File: src/rtl/usb_rx_core.sv
// usb_rx_core: full-speed USB packet receiver. Synchronises D+/D-, recovers bit timing from
// D+ edges, NRZI-decodes, removes stuffed bits, frames SYNC/EOP and buffers payload bytes
// in a first-word fall-through FIFO.
module usb_rx_core #(
  parameter int unsigned CLKS_PER_BIT = 8,
  parameter int unsigned SAMPLE_PHASE = 3,
  parameter int unsigned FIFO_DEPTH   = 8
) (
  input  logic                        clk,
  input  logic                        rst,
  input  logic                        d_plus,
  input  logic                        d_minus,
  input  logic                        r_enable,
  output logic [7:0]                  r_data,
  output logic                        empty,
  output logic                        full,
  output logic [$clog2(FIFO_DEPTH):0] count,
  output logic                        rcving,
  output logic                        r_error,
  output logic                        pkt_done,
  output logic [7:0]                  pkt_bytes
);
  localparam int unsigned AW = $clog2(FIFO_DEPTH);
  localparam int unsigned TW = $clog2(CLKS_PER_BIT);
  localparam logic [TW-1:0] LastTick = TW'(CLKS_PER_BIT - 1);
  localparam logic [TW-1:0] SamplePt = TW'(SAMPLE_PHASE);
  localparam logic [AW:0]   FullCnt  = (AW + 1)'(FIFO_DEPTH);

  typedef enum logic [2:0] {StIdle, StSync, StRecv, StEop1, StEop2, StErr} state_e;
  state_e state_q, state_d;

  logic [1:0]    dp_sync_q, dm_sync_q;
  logic          dp_prev_q;
  logic [TW-1:0] timer_q;
  logic          last_dp_q;
  logic [2:0]    ones_q, bit_cnt_q, j_cnt_q;
  logic [6:0]    shift_q;
  logic          err_se0_q;
  logic          r_error_q, pkt_done_q;
  logic [7:0]    pkt_bytes_q, acc_cnt_q;
  logic [7:0]    mem_q [FIFO_DEPTH];
  logic [AW-1:0] wptr_q, rptr_q;
  logic [AW:0]   cnt_q;

  logic dp_s, dm_s, line_se0, line_j, line_k, dp_edge, sample, bit_state;
  logic nrzi_bit, stuff_drop, stuff_err, byte_done;
  logic [7:0] new_byte;
  logic go_sync, eop_ok, enter_err, push_req, do_push, do_pop, fifo_full, overflow;

  assign dp_s      = dp_sync_q[1];
  assign dm_s      = dm_sync_q[1];
  assign line_se0  = !dp_s && !dm_s;
  assign line_k    = !dp_s && dm_s;
  assign line_j    = dp_s;            // (1,1) folds into J
  assign dp_edge   = dp_s ^ dp_prev_q;
  assign sample    = (timer_q == SamplePt);
  assign bit_state = (state_q == StSync) || (state_q == StRecv);

  assign nrzi_bit   = (dp_s == last_dp_q);
  assign stuff_drop = (ones_q == 3'd6) && !nrzi_bit;
  assign stuff_err  = (ones_q == 3'd6) && nrzi_bit;
  assign new_byte   = {nrzi_bit, shift_q};
  assign byte_done  = sample && !line_se0 && !stuff_drop && !stuff_err && (bit_cnt_q == 3'd7);

  assign go_sync   = (state_q == StIdle) && (state_d == StSync);
  assign eop_ok    = (state_q == StEop2) && (state_d == StIdle);
  assign enter_err = (state_q != StErr) && (state_d == StErr);

  assign push_req  = (state_q == StRecv) && byte_done;
  assign fifo_full = (cnt_q == FullCnt);
  assign do_pop    = r_enable && (cnt_q != '0);
  assign do_push   = push_req && (!fifo_full || do_pop);
  assign overflow  = push_req && fifo_full && !do_pop;

  // Two-flop synchronisers plus a delayed D+ copy for edge detection; idle line is J.
  always_ff @(posedge clk) begin
    if (rst) begin
      dp_sync_q <= 2'b11;
      dm_sync_q <= 2'b00;
      dp_prev_q <= 1'b1;
    end else begin
      dp_sync_q <= {dp_sync_q[0], d_plus};
      dm_sync_q <= {dm_sync_q[0], d_minus};
      dp_prev_q <= dp_sync_q[1];
    end
  end

  // Bit timer: free-running modulo counter, realigned on every D+ transition.
  always_ff @(posedge clk) begin
    if (rst || dp_edge) begin
      timer_q <= '0;
    end else if (timer_q == LastTick) begin
      timer_q <= '0;
    end else begin
      timer_q <= timer_q + TW'(1);
    end
  end

  // NRZI history, ones run for unstuffing and the LSB-first byte shifter.
  always_ff @(posedge clk) begin
    if (rst || state_q == StIdle) begin
      last_dp_q <= 1'b1;
      ones_q    <= '0;
      bit_cnt_q <= '0;
      shift_q   <= '0;
    end else if (sample && bit_state && !line_se0) begin
      last_dp_q <= dp_s;
      if (stuff_drop) begin
        ones_q <= '0;
      end else begin
        ones_q    <= nrzi_bit ? ones_q + 3'd1 : 3'd0;
        shift_q   <= new_byte[7:1];
        bit_cnt_q <= bit_cnt_q + 3'd1;
      end
    end
  end

  // Error recovery tracking: SE0 seen, and length of the current J run.
  always_ff @(posedge clk) begin
    if (rst || state_q != StErr) begin
      err_se0_q <= 1'b0;
      j_cnt_q   <= '0;
    end else if (sample) begin
      if (line_se0) begin
        err_se0_q <= 1'b1;
        j_cnt_q   <= '0;
      end else if (line_j) begin
        if (j_cnt_q != 3'd7) j_cnt_q <= j_cnt_q + 3'd1;
      end else begin
        err_se0_q <= 1'b0;
        j_cnt_q   <= '0;
      end
    end
  end

  // FSM state register.
  always_ff @(posedge clk) begin
    if (rst) state_q <= StIdle;
    else     state_q <= state_d;
  end

  // FSM next-state logic.
  always_comb begin
    state_d = state_q;
    unique case (state_q)
      StIdle: if (line_k && dp_prev_q) state_d = StSync;
      StSync: begin
        if (sample) begin
          if (line_se0 || stuff_err) state_d = StErr;
          else if (byte_done)        state_d = (new_byte == 8'h80) ? StRecv : StErr;
        end
      end
      StRecv: begin
        if (sample) begin
          if (line_se0)       state_d = (bit_cnt_q == 3'd0) ? StEop1 : StErr;
          else if (stuff_err) state_d = StErr;
        end
      end
      StEop1: if (sample) state_d = line_se0 ? StEop2 : StErr;
      StEop2: if (sample) state_d = line_j ? StIdle : StErr;
      StErr:  if (sample && line_j && (err_se0_q || j_cnt_q == 3'd7)) state_d = StIdle;
      default: state_d = StIdle;
    endcase
  end

  // Packet status: sticky error, completion strobe and accepted-byte count.
  always_ff @(posedge clk) begin
    if (rst) begin
      r_error_q   <= 1'b0;
      pkt_done_q  <= 1'b0;
      pkt_bytes_q <= '0;
      acc_cnt_q   <= '0;
    end else begin
      pkt_done_q <= eop_ok;
      if (eop_ok) pkt_bytes_q <= acc_cnt_q;
      if (go_sync) acc_cnt_q <= '0;
      else if (do_push && acc_cnt_q != 8'hFF) acc_cnt_q <= acc_cnt_q + 8'd1;
      if (go_sync) r_error_q <= 1'b0;
      else if (enter_err || overflow) r_error_q <= 1'b1;
    end
  end

  // FIFO pointers and occupancy; simultaneous push/pop when full is not an overflow.
  always_ff @(posedge clk) begin
    if (rst) begin
      wptr_q <= '0;
      rptr_q <= '0;
      cnt_q  <= '0;
    end else begin
      if (do_push) wptr_q <= wptr_q + AW'(1);
      if (do_pop)  rptr_q <= rptr_q + AW'(1);
      if (do_push && !do_pop)      cnt_q <= cnt_q + (AW + 1)'(1);
      else if (!do_push && do_pop) cnt_q <= cnt_q - (AW + 1)'(1);
    end
  end

  // FIFO storage; contents are don't-care while the matching count is zero.
  always_ff @(posedge clk) begin
    if (do_push) mem_q[wptr_q] <= new_byte;
  end

  // Outputs.
  always_comb begin
    rcving    = (state_q != StIdle);
    empty     = (cnt_q == '0);
    full      = fifo_full;
    count     = cnt_q;
    r_data    = empty ? 8'h00 : mem_q[rptr_q];
    r_error   = r_error_q;
    pkt_done  = pkt_done_q;
    pkt_bytes = pkt_bytes_q;
  end

endmodule

File: config.mk
export PLATFORM = sky130hd
export DESIGN_NAME = usb_rx_core
export DESIGN_NICKNAME = d
export VERILOG_FILES = /design/src/rtl/usb_rx_core.sv
export SDC_FILE = /design/constraint.sdc
export NUM_CORES = 1
export LEC_CHECK = 0
export CELL_PAD_IN_SITES_DETAIL_PLACEMENT = 1
export CELL_PAD_IN_SITES_GLOBAL_PLACEMENT = 1
export CORE_MARGIN = 4
export CORE_UTILIZATION = 52
export CTS_CLUSTER_DIAMETER = 150
export DETAILED_ROUTE_END_ITERATION = 10
export PLACE_DENSITY_LB_ADDON = 0.1
export SYNTH_ARGS = -nofsm -noshare
export SYNTH_HDL_FRONTEND = slang
export SYNTH_SLANG_ARGS = --single-unit
File: constraint.sdc
create_clock -name clk -period 6.16 [get_ports clk]
set_input_delay 1.848 -clock clk [delete_from_list [all_inputs] [get_ports clk]]
set_output_delay 1.848 -clock clk [all_outputs]
set_load 0.01 [all_outputs]
[After elaboration in Yosys (flattened, before gate mapping)]
Memories as Yosys holds them, arrays and structs flattened. A register that Yosys moved wholly into a read port is not among the register bits.
Index checks and enable logic that the tools add are counted.
Operators by class
  add/subtract/negate cells: 9
  equal/unequal tests: 20
  muxes and demuxes: 29
  bitwise gates (word level): 2
  reduce and logical (&&, ||, !) cells: 53
Operator list (number)
  two-way mux 3 bit: 20
  logical AND 1 bit: 24
  equality test 3 bit (second input constant): 7
  adder 3 x 1 -> 3 bit (second input constant): 6
  one-hot mux 3 bit (6 select lines): 1
  equality test 3 x 2 -> 1 bit (second input constant): 3
  logical NOT 1 bit: 9
  logical NOT 3 bit: 3
  adder 8 x 1 -> 8 bit (second input constant): 1
  equality test 8 bit (second input constant): 1
  logical OR 1 bit: 8
  two-way mux 4 bit: 2
  two-way mux 8 bit: 1
  != test 8 bit (second input constant): 1
  equality test 3 x 1 -> 1 bit (second input constant): 2
  != test 3 bit (second input constant): 2
  AND reduction 2 bit: 3
  two-way mux 1 bit: 5
  adder 4 x 1 -> 4 bit (second input constant): 1
  equality test 4 bit (second input constant): 1
  logical NOT 4 bit: 1
  nonzero test 4 bit: 1
  OR reduction 2 bit: 2
  subtractor 4 x 1 -> 4 bit (second input constant): 1
  7 further kinds: 7
Word-level totals
  register bits: 57
  memory bits (writable): 64
  input port bits: 5
  output and inout bits: 25
  word-level logic and storage cells: 132
  memories: 1
Memories
  mem_q: words 8, bits a word 8, read ports 1, clocked after memory_dff 1, wr ports 1, line 41  | logic [7:0] mem_q [FIFO_DEPTH];

[Logic depth before layout (Yosys ltp)]
Gate-level depths: netlist of run 1.
  depth in word-level cells: 14
  gate-level depth with buffers: 14

[Worst setup path before layout of run 1]
Ideal clock, no wire load.
  path kind: input to register
  from: input r_enable
  to: register cnt_q[3] (netlist: count[3])
  arrival time: 3685 ps
  required time: 6089 ps
  slack: 2405 ps
  stages: 11
  buffers on the path: 0
  path through: nand3b_1 -> nand2_2 -> inv_2 -> ha_1 -> inv_1 -> ha_1 -> a21o_1 -> a21oi_1 -> xnor2_1 -> or3_1 -> a21oi_1
On the way
  longest elaborated chain between the ends: 6
Ends and longest elaborated chain
  start, declared: line 13  | input logic r_enable,
  logical AND 1 bit *: line 71  | assign do_pop = r_enable && (cnt_q != '0);
  logical OR 1 bit *: line 72  | assign do_push = push_req && (!fifo_full || do_pop);
  logical AND 1 bit *: line 72
  named net do_push: line 48  | logic go_sync, eop_ok, enter_err, push_req, do_push, do_pop, fifo_full, overflow;
  logical NOT 1 bit: line 193  | else if (!do_push && do_pop) cnt_q <= cnt_q - (AW + 1)'(1);
  logical AND 1 bit: line 193
  nonzero test 2 bit (no line)
  end signal, assigned: line 192  | if (do_push && !do_pop) cnt_q <= cnt_q + (AW + 1)'(1);
  end signal, assigned: line 193
  end, declared: line 43  | logic [AW:0] cnt_q;
Mark *: on every way through the listed nets, which the timed path passes. The rest lies on a longest branch.
A chain may end at the register's enable or synchronous reset.

==> impl_metrics.env, run 1 <==
export IMPL_worstRegToRegCells=14
export IMPL_crit_path_end_kind="output pin"
export IMPL_vdd_ir_drop_worst_v=0.000212
export IMPL_max_freq_mhz=207
export IMPL_start_util=0.535
export IMPL_die_w_um=108
export IMPL_worstMarginPinSlew_ns=1.20
export IMPL_synth_enable_flop_cells=64
export IMPL_vias=3376
export IMPL_synth_nets=438
export IMPL_die_h_um=108
export IMPL_grt_max_degree=34
export IMPL_synth_cell_area_sq_um=5230
export IMPL_cts_tree="yes"
export IMPL_place_area_sq_um=5640
export IMPL_rsz0062_at_grt="false"
export IMPL_routed_wl_um=11500
export IMPL_critical_path_max_fanout=16
export IMPL_clk_pin_slew_ns=0.06
export IMPL_drive_above_1_share=0.134
export IMPL_pwr_density_cell_nw_per_um2=364
export IMPL_ctsHoldBuffers=0
export IMPL_die_area_sq_um=11700
export IMPL_slew_headroom=0.198
export IMPL_tns_ns=0
export IMPL_cts_path_max_buffers=2
export IMPL_r2r_slack_ns=2.31
export IMPL_finalCriticalPeriod_ns=4.83
export IMPL_clock_latency_ns=0.53
export IMPL_coreArea_sq_um=9770
export IMPL_maxCapViolations=0
export IMPL_status="finished, final reports clean"
export IMPL_antennaDiodeCount=0
export IMPL_portBuffers=29
export IMPL_synth_seq_cells=124
export IMPL_synth_area_per_cell_sq_um=12.6
export IMPL_cts_resized_gates=0
export IMPL_hold_viol_final=0
export IMPL_num_nets_final=473
export IMPL_synthFlopType="edfxtp_1"
export IMPL_worstPathArrival_ns=2.98
export IMPL_path_class="reg -> out"
export IMPL_post_cts_buffers=0
export IMPL_worst_ep_required_time_ns=4.31
export IMPL_ctsHtreeMaxLevel=4
export IMPL_area_growth_syn_to_layout_pct=19.4
export IMPL_synth_warnings=0
export IMPL_grt_pass1_vias=3578
export IMPL_global_route_overflow_total=0
export IMPL_fin_area_sq_um=6250
export IMPL_vias_per_cell=5.65
export IMPL_drc_errors=0
export IMPL_gp_congestion=0.818
export IMPL_floorplan_rows=36
export IMPL_p_leak_nw=2.18
export IMPL_avgRoutedWirePerCell_um=19.3
export IMPL_ys_seq_area_frac=0.597
export IMPL_hp_class="reg -> reg"
export IMPL_fin_util=0.639
export IMPL_final_setup_viol_count=0
export IMPL_async_flop_share=0
export IMPL_io_pins=30
export IMPL_maxSlewViolCount=0
export IMPL_first_pass_iters=4
export IMPL_period_share=0.784
export IMPL_skew_ns=0.00692
export IMPL_grt_first_pass_wirelength_um=18800
export IMPL_ant_nets=0
export IMPL_whs_path_depth=1
export IMPL_yosysUniqueCellTypes=53
export IMPL_setup_ws_ns=1.33
export IMPL_dr_first_iter_drc_count=123
export IMPL_syn_inst=416
export IMPL_dp_hpwl_um=7290
export IMPL_track_usage=0.218
export IMPL_numCtsBuffers=17
export IMPL_root_buffer="clkbuf_8"
export IMPL_critPathLaunchType="register"
export IMPL_antenna_found_initial=0
export IMPL_dp_slack_ns=1.59
export IMPL_cts_sinks=124
[worst max-delay path, cell delays in order, from the launching register on]
cell and delay (ns):
dfxtp_1 1.01, mux4_2 0.65, mux2i_1 0.22, nor2_1 0.08, clkdlybuf4s50_1 0.48
[routing by layer]
metal	GRT usage	vias to the layer above	share of wire
li1	-	1593	-
met5	0	-	0
met2	0.375	73	0.53
met1	0.260	1695	0.41
met3	0.0663	15	0.047
met4	0.0812	0	0.014
[state kept, by name (all words and copies together), names as in the netlist, 2 cells and up, named ones only]
register	count
dp_sync_q	2
count	4
wptr_q	3
pkt_bytes	8
state_q	3
mem_q	64
j_cnt_q	3
rptr_q	3
ones_q	3
timer_q	3
shift_q	7
dm_sync_q	2
bit_cnt_q	3
acc_cnt_q	8
[cell usage in the layout (no fill, tap or decap), drive strengths merged, types with 8 or more instances in the layout]
cell type,count
a21oi,19
clkbuf,20
clkdlybuf4s50,29
dfxtp,60
edfxtp,64
ha,16
inv,15
mux2i,26
mux4,16
nand2,17
nand2b,8
nor2,56
nor3,10
o21ai,10
[cell usage after synthesis, types with 4 or more instances]
master     n  area (sq um)
edfxtp_1  64          1920
dfxtp_1   60          1200
nor2_1    56           210
mux2i_1   26           260
a21oi_1   19          95.1
ha_1      16           200
mux4_2    16           360
nand2_1   16          60.1
inv_1     13          48.8
o21ai_0   10          50.1
nor3_1     9          45.0
clkbuf_1   8          30.0
buf_2      7          35.0
nand2b_1   7          43.8
nand3_1    6          30.0
xor2_1     6          52.6
nor4_1     5          31.3
xnor2_1    5          43.8
a21o_1     4          30.0
nand3b_1   4          30.0
nor2b_1    4          25.0
or2_2      4          25.0
or3_1      4          25.0
[worst paths after layout]
path | start | to
worst min-delay path | dp_sync_q[0] | dp_sync_q[1]
worst min register to register | dp_sync_q[0] | dp_sync_q[1]
worst max-delay path | register | r_data[1]
worst max register to register | timer_q[0] | count[3]
[power breakdown]
group	total (mW)	internal [mW]	switching [mW]
registers	0.928	0.880	0.0475
clock network	1.00	0.654	0.350
logic	0.341	0.191	0.150
[final cells by class]
type / instances / area, sq um
well taps: 133 / 166
inverters: 15 / 56.3
clock buffers: 20 / 425
clock inverters: 12 / 171
fillers: 974 / 3530
multi-input cells: 258 / 1970
repair buffers: 35 / 335
flip-flops and latches: 124 / 3120
[per-stage QoR]
stage	hold WS [ns]	power (mW)	cells
final	0.411	2.27	597
after global routing	0.431	2.37	597
after CTS	0.415	2.29	597
after global placement	0.395	1.27	565
after floorplan	0.389	1.14	416
after detailed placement	0.399	1.28	565
[cells by family (layout without fill, tap and decap cells)]
| family | count (synthesis) | in the layout | synth area share |
|---|---|---|---|
| flip-flops | 124 | 124 | 0.597 |
| multiplexers | 42 | 42 | 0.119 |
| AO/OA/AOI/OAI | 53 | 53 | 0.0639 |
| adder cells (fa/ha/maj) | 17 | 17 | 0.0421 |
| buffers and inverters | 34 | 82 | 0.0275 |
| XOR/XNOR | 11 | 11 | 0.0184 |
| AND/OR/NAND/NOR | 135 | 135 | 0.132 |
Power figures use the tool's default switching activity.
==> run 2, diff against run 1 <==
CORE_UTILIZATION = 49   (was 52)
clock period = 4.5 ns   (was 6.16 ns; I/O delays follow)
==> run 2 against run 1 <==
- setup slack lost 0.74 ns
- sequential share of layout area down 0.20 points
- wire length decreased by 3.0%
- critical path depth did not move
- utilization shrank 3.4 points
- first-iteration DRC count grew 40%
- via count grew 0.27%
- non-clock buffer count increased by 4
- count of clock-buffer cells in the layout decreased by 2
- clock skew increased by 0.0021 ns
- critical path type unchanged
- largest cell class unchanged
==> impl_metrics.env, run 2 (synthesized netlist as in run 1, its figures left out) <==
export IMPL_status="finished, final reports clean"
export IMPL_portBuffers=29
export IMPL_hp_start="dp_sync_q[0]"
export IMPL_numCtsBuffers=17
export IMPL_r2r_slack_ns=0.79
export IMPL_track_usage=0.195
export IMPL_avgRoutedWirePerCell_um=18.5
export IMPL_root_buffer="clkbuf_8"
export IMPL_largest_register_ffs=64
export IMPL_rsz0062_at_grt="false"
export IMPL_area_growth_syn_to_layout_pct=19.9
export IMPL_crit_path_max_incr_delay_ns=0.83
export IMPL_global_route_overflow_total=0
export IMPL_max_freq_mhz=256
export IMPL_drive_above_1_share=0.147
export IMPL_cts_tree="yes"
export IMPL_p_switching_uw=748
export IMPL_critPathLaunchType="register"
export IMPL_rr_startpoint="timer_q[0]"
export IMPL_post_cts_buffers=0
export IMPL_gp_congestion=0.832
export IMPL_floorplan_rows=37
export IMPL_die_area_sq_um=12400
export IMPL_p_int_mw=2.32
export IMPL_drc_errors=0
export IMPL_worstMarginPinSlew_ns=0.823
export IMPL_grt_pass1_vias=3700
export IMPL_path_class="reg -> out"
export IMPL_pwr_density_cell_nw_per_um2=489
export IMPL_hp_class="reg -> reg"
export IMPL_cts_resized_gates=0
export IMPL_clk_pin_slew_ns=0.06
export IMPL_swShare=0.244
export IMPL_stdcell_count=604
export IMPL_cts_sinks=124
export IMPL_regArea_sq_um=3120
export IMPL_antennaDiodeCount=0
export IMPL_routed_wl_um=11200
export IMPL_vias_per_cell=5.60
export IMPL_ctsHtreeMaxLevel=4
export IMPL_dp_hpwl_um=7370
export IMPL_cts_path_max_buffers=2
export IMPL_layout_commonest_cell="edfxtp_1"
export IMPL_path_buf_inv=1
export IMPL_whs_path_depth=1
export IMPL_holdPathEnd="dp_sync_q[1]"
export IMPL_skew_ns=0.00906
export IMPL_ctsHoldBuffers=0
export IMPL_multi_input_area_sq_um=1970
export IMPL_path_delay_family="flip-flops"
export IMPL_clock_latency_ns=0.51
export IMPL_clkPwrFrac=0.435
export IMPL_most_common_layout_cells="edfxtp_1, dfxtp_1, nor2_1"
export IMPL_slowest_stage="dfxtp_1"
export IMPL_period_share=0.868
export IMPL_critical_path_max_fanout=16
export IMPL_r2r_end="count[3]"
export IMPL_p_leak_nw=2.19
export IMPL_coreArea_sq_um=10400
export IMPL_power_share_sequential=0.406
export IMPL_start_util=0.504
export IMPL_worst_ep_required_time_ns=3.15
export IMPL_finalCriticalPeriod_ns=3.91
export IMPL_hold_viol_final=0
export IMPL_place_area_sq_um=5680
export IMPL_fin_area_sq_um=6270
export IMPL_worstRegToRegCells=14
export IMPL_vdd_ir_drop_worst_v=0.000289
export IMPL_antenna_found_initial=0
export IMPL_grt_max_degree=27
export IMPL_regMostFlops="mem_q"
export IMPL_grt_first_pass_wirelength_um=18900
export IMPL_tns_ns=0
export IMPL_slew_headroom=0.449
export IMPL_fill_cells=1059
export IMPL_maxCapViolations=0
export IMPL_first_pass_iters=4
export IMPL_final_setup_viol_count=0
export IMPL_num_nets_final=477
export IMPL_cp_cell_sequence="mux4_2 > mux2i_1 > nor2_1 > clkdlybuf4s50_1"
export IMPL_dr_first_iter_drc_count=172
export IMPL_ant_nets=0
export IMPL_die_w_um=111
export IMPL_dp_cells=572
export IMPL_worstPathArrival_ns=2.56
export IMPL_die_h_um=111
export IMPL_maxSlewViolCount=0
export IMPL_io_pins=30
export IMPL_combPwrFrac=0.159
export IMPL_crit_path_end_kind="output pin"
export IMPL_vias=3385
[run 2: cell types whose count changed in the layout (fill, tap and decap cells not counted), sizes merged]
cell / previous run / this run
clkinv: 7 / 4
inv: 15 / 18
bufinv: 4 / 3
buf: 6 / 10
clkinvlp: 1 / 4
clkbuf: 20 / 18
[run 2: area by class of cell]
type,instances,area share
Tap cell,136,0.0271
Inverter,15,0.00898
Multi-Input combinational cell,258,0.314
Clock inverter,14,0.0269
Clock buffer,18,0.0666
Timing Repair Buffer,39,0.0583
Sequential cell,124,0.498
[run 2: stage by stage]
stage | hold slack, ns | power, mW | util | worst slack [ns]
6_report | 0.410 | 3.06 | 0.605 | 0.592
4_1_cts | 0.412 | 3.10 | 0.605 | 0.538
5_1_grt | 0.431 | 3.21 | 0.605 | 0.444
2_1_floorplan | 0.389 | 1.56 | - | 1.24
3_5_place_dp | 0.395 | 1.76 | 0.548 | 0.464
3_3_place_gp | 0.393 | 1.74 | 0.548 | 0.623
[run 2: worst reg2reg max path, delay by kind of cell, from the launching register on]
family,cells,cell delay [ns]
and+or+nand+nor,3,1.05
buffers and inverters,2,0.26
xor gates and xnor gates,1,0.10
adders and majority gates,4,1.14
DFF,1,0.34
AOI/OAI and AO/OA,4,0.75
[run 2: how the worst max path moves through the flow]
| stage | endpoint | from | depth (start not counted) | slack (ns) |
|---|---|---|---|---|
| floorplan | count[3] | r_enable | 11 | 1.24 |
| global placement | count[3] | r_enable | 12 | 0.62 |
| detailed placement | count[3] | r_enable | 12 | 0.46 |
| CTS | r_data[1] | register | 4 | 0.54 |
| global route | count[3] | timer_q[0] | 14 | 0.44 |
| finish | r_data[1] | register | 4 | 0.59 |
[run 2: per-layer routing]
| metal | vias to the layer above | GRT usage | wire length [um] |
|---|---|---|---|
| li1 | 1597 | - | - |
| met3 | 6 | 0.0464 | 391 |
| met1 | 1715 | 0.238 | 4750 |
| met4 | 0 | 0.0722 | 97 |
| met2 | 67 | 0.336 | 5950 |
| met5 | - | 0 | 0 |
[run 2: power by group through the flow]
stage	sequential (mW)	combinational, mW	clock, mW
after global routing	1.25	0.533	1.42
final	1.24	0.486	1.33
after floorplan	1.26	0.300	0
after detailed placement	1.27	0.492	0
after global placement	1.27	0.477	0
after CTS	1.25	0.497	1.36
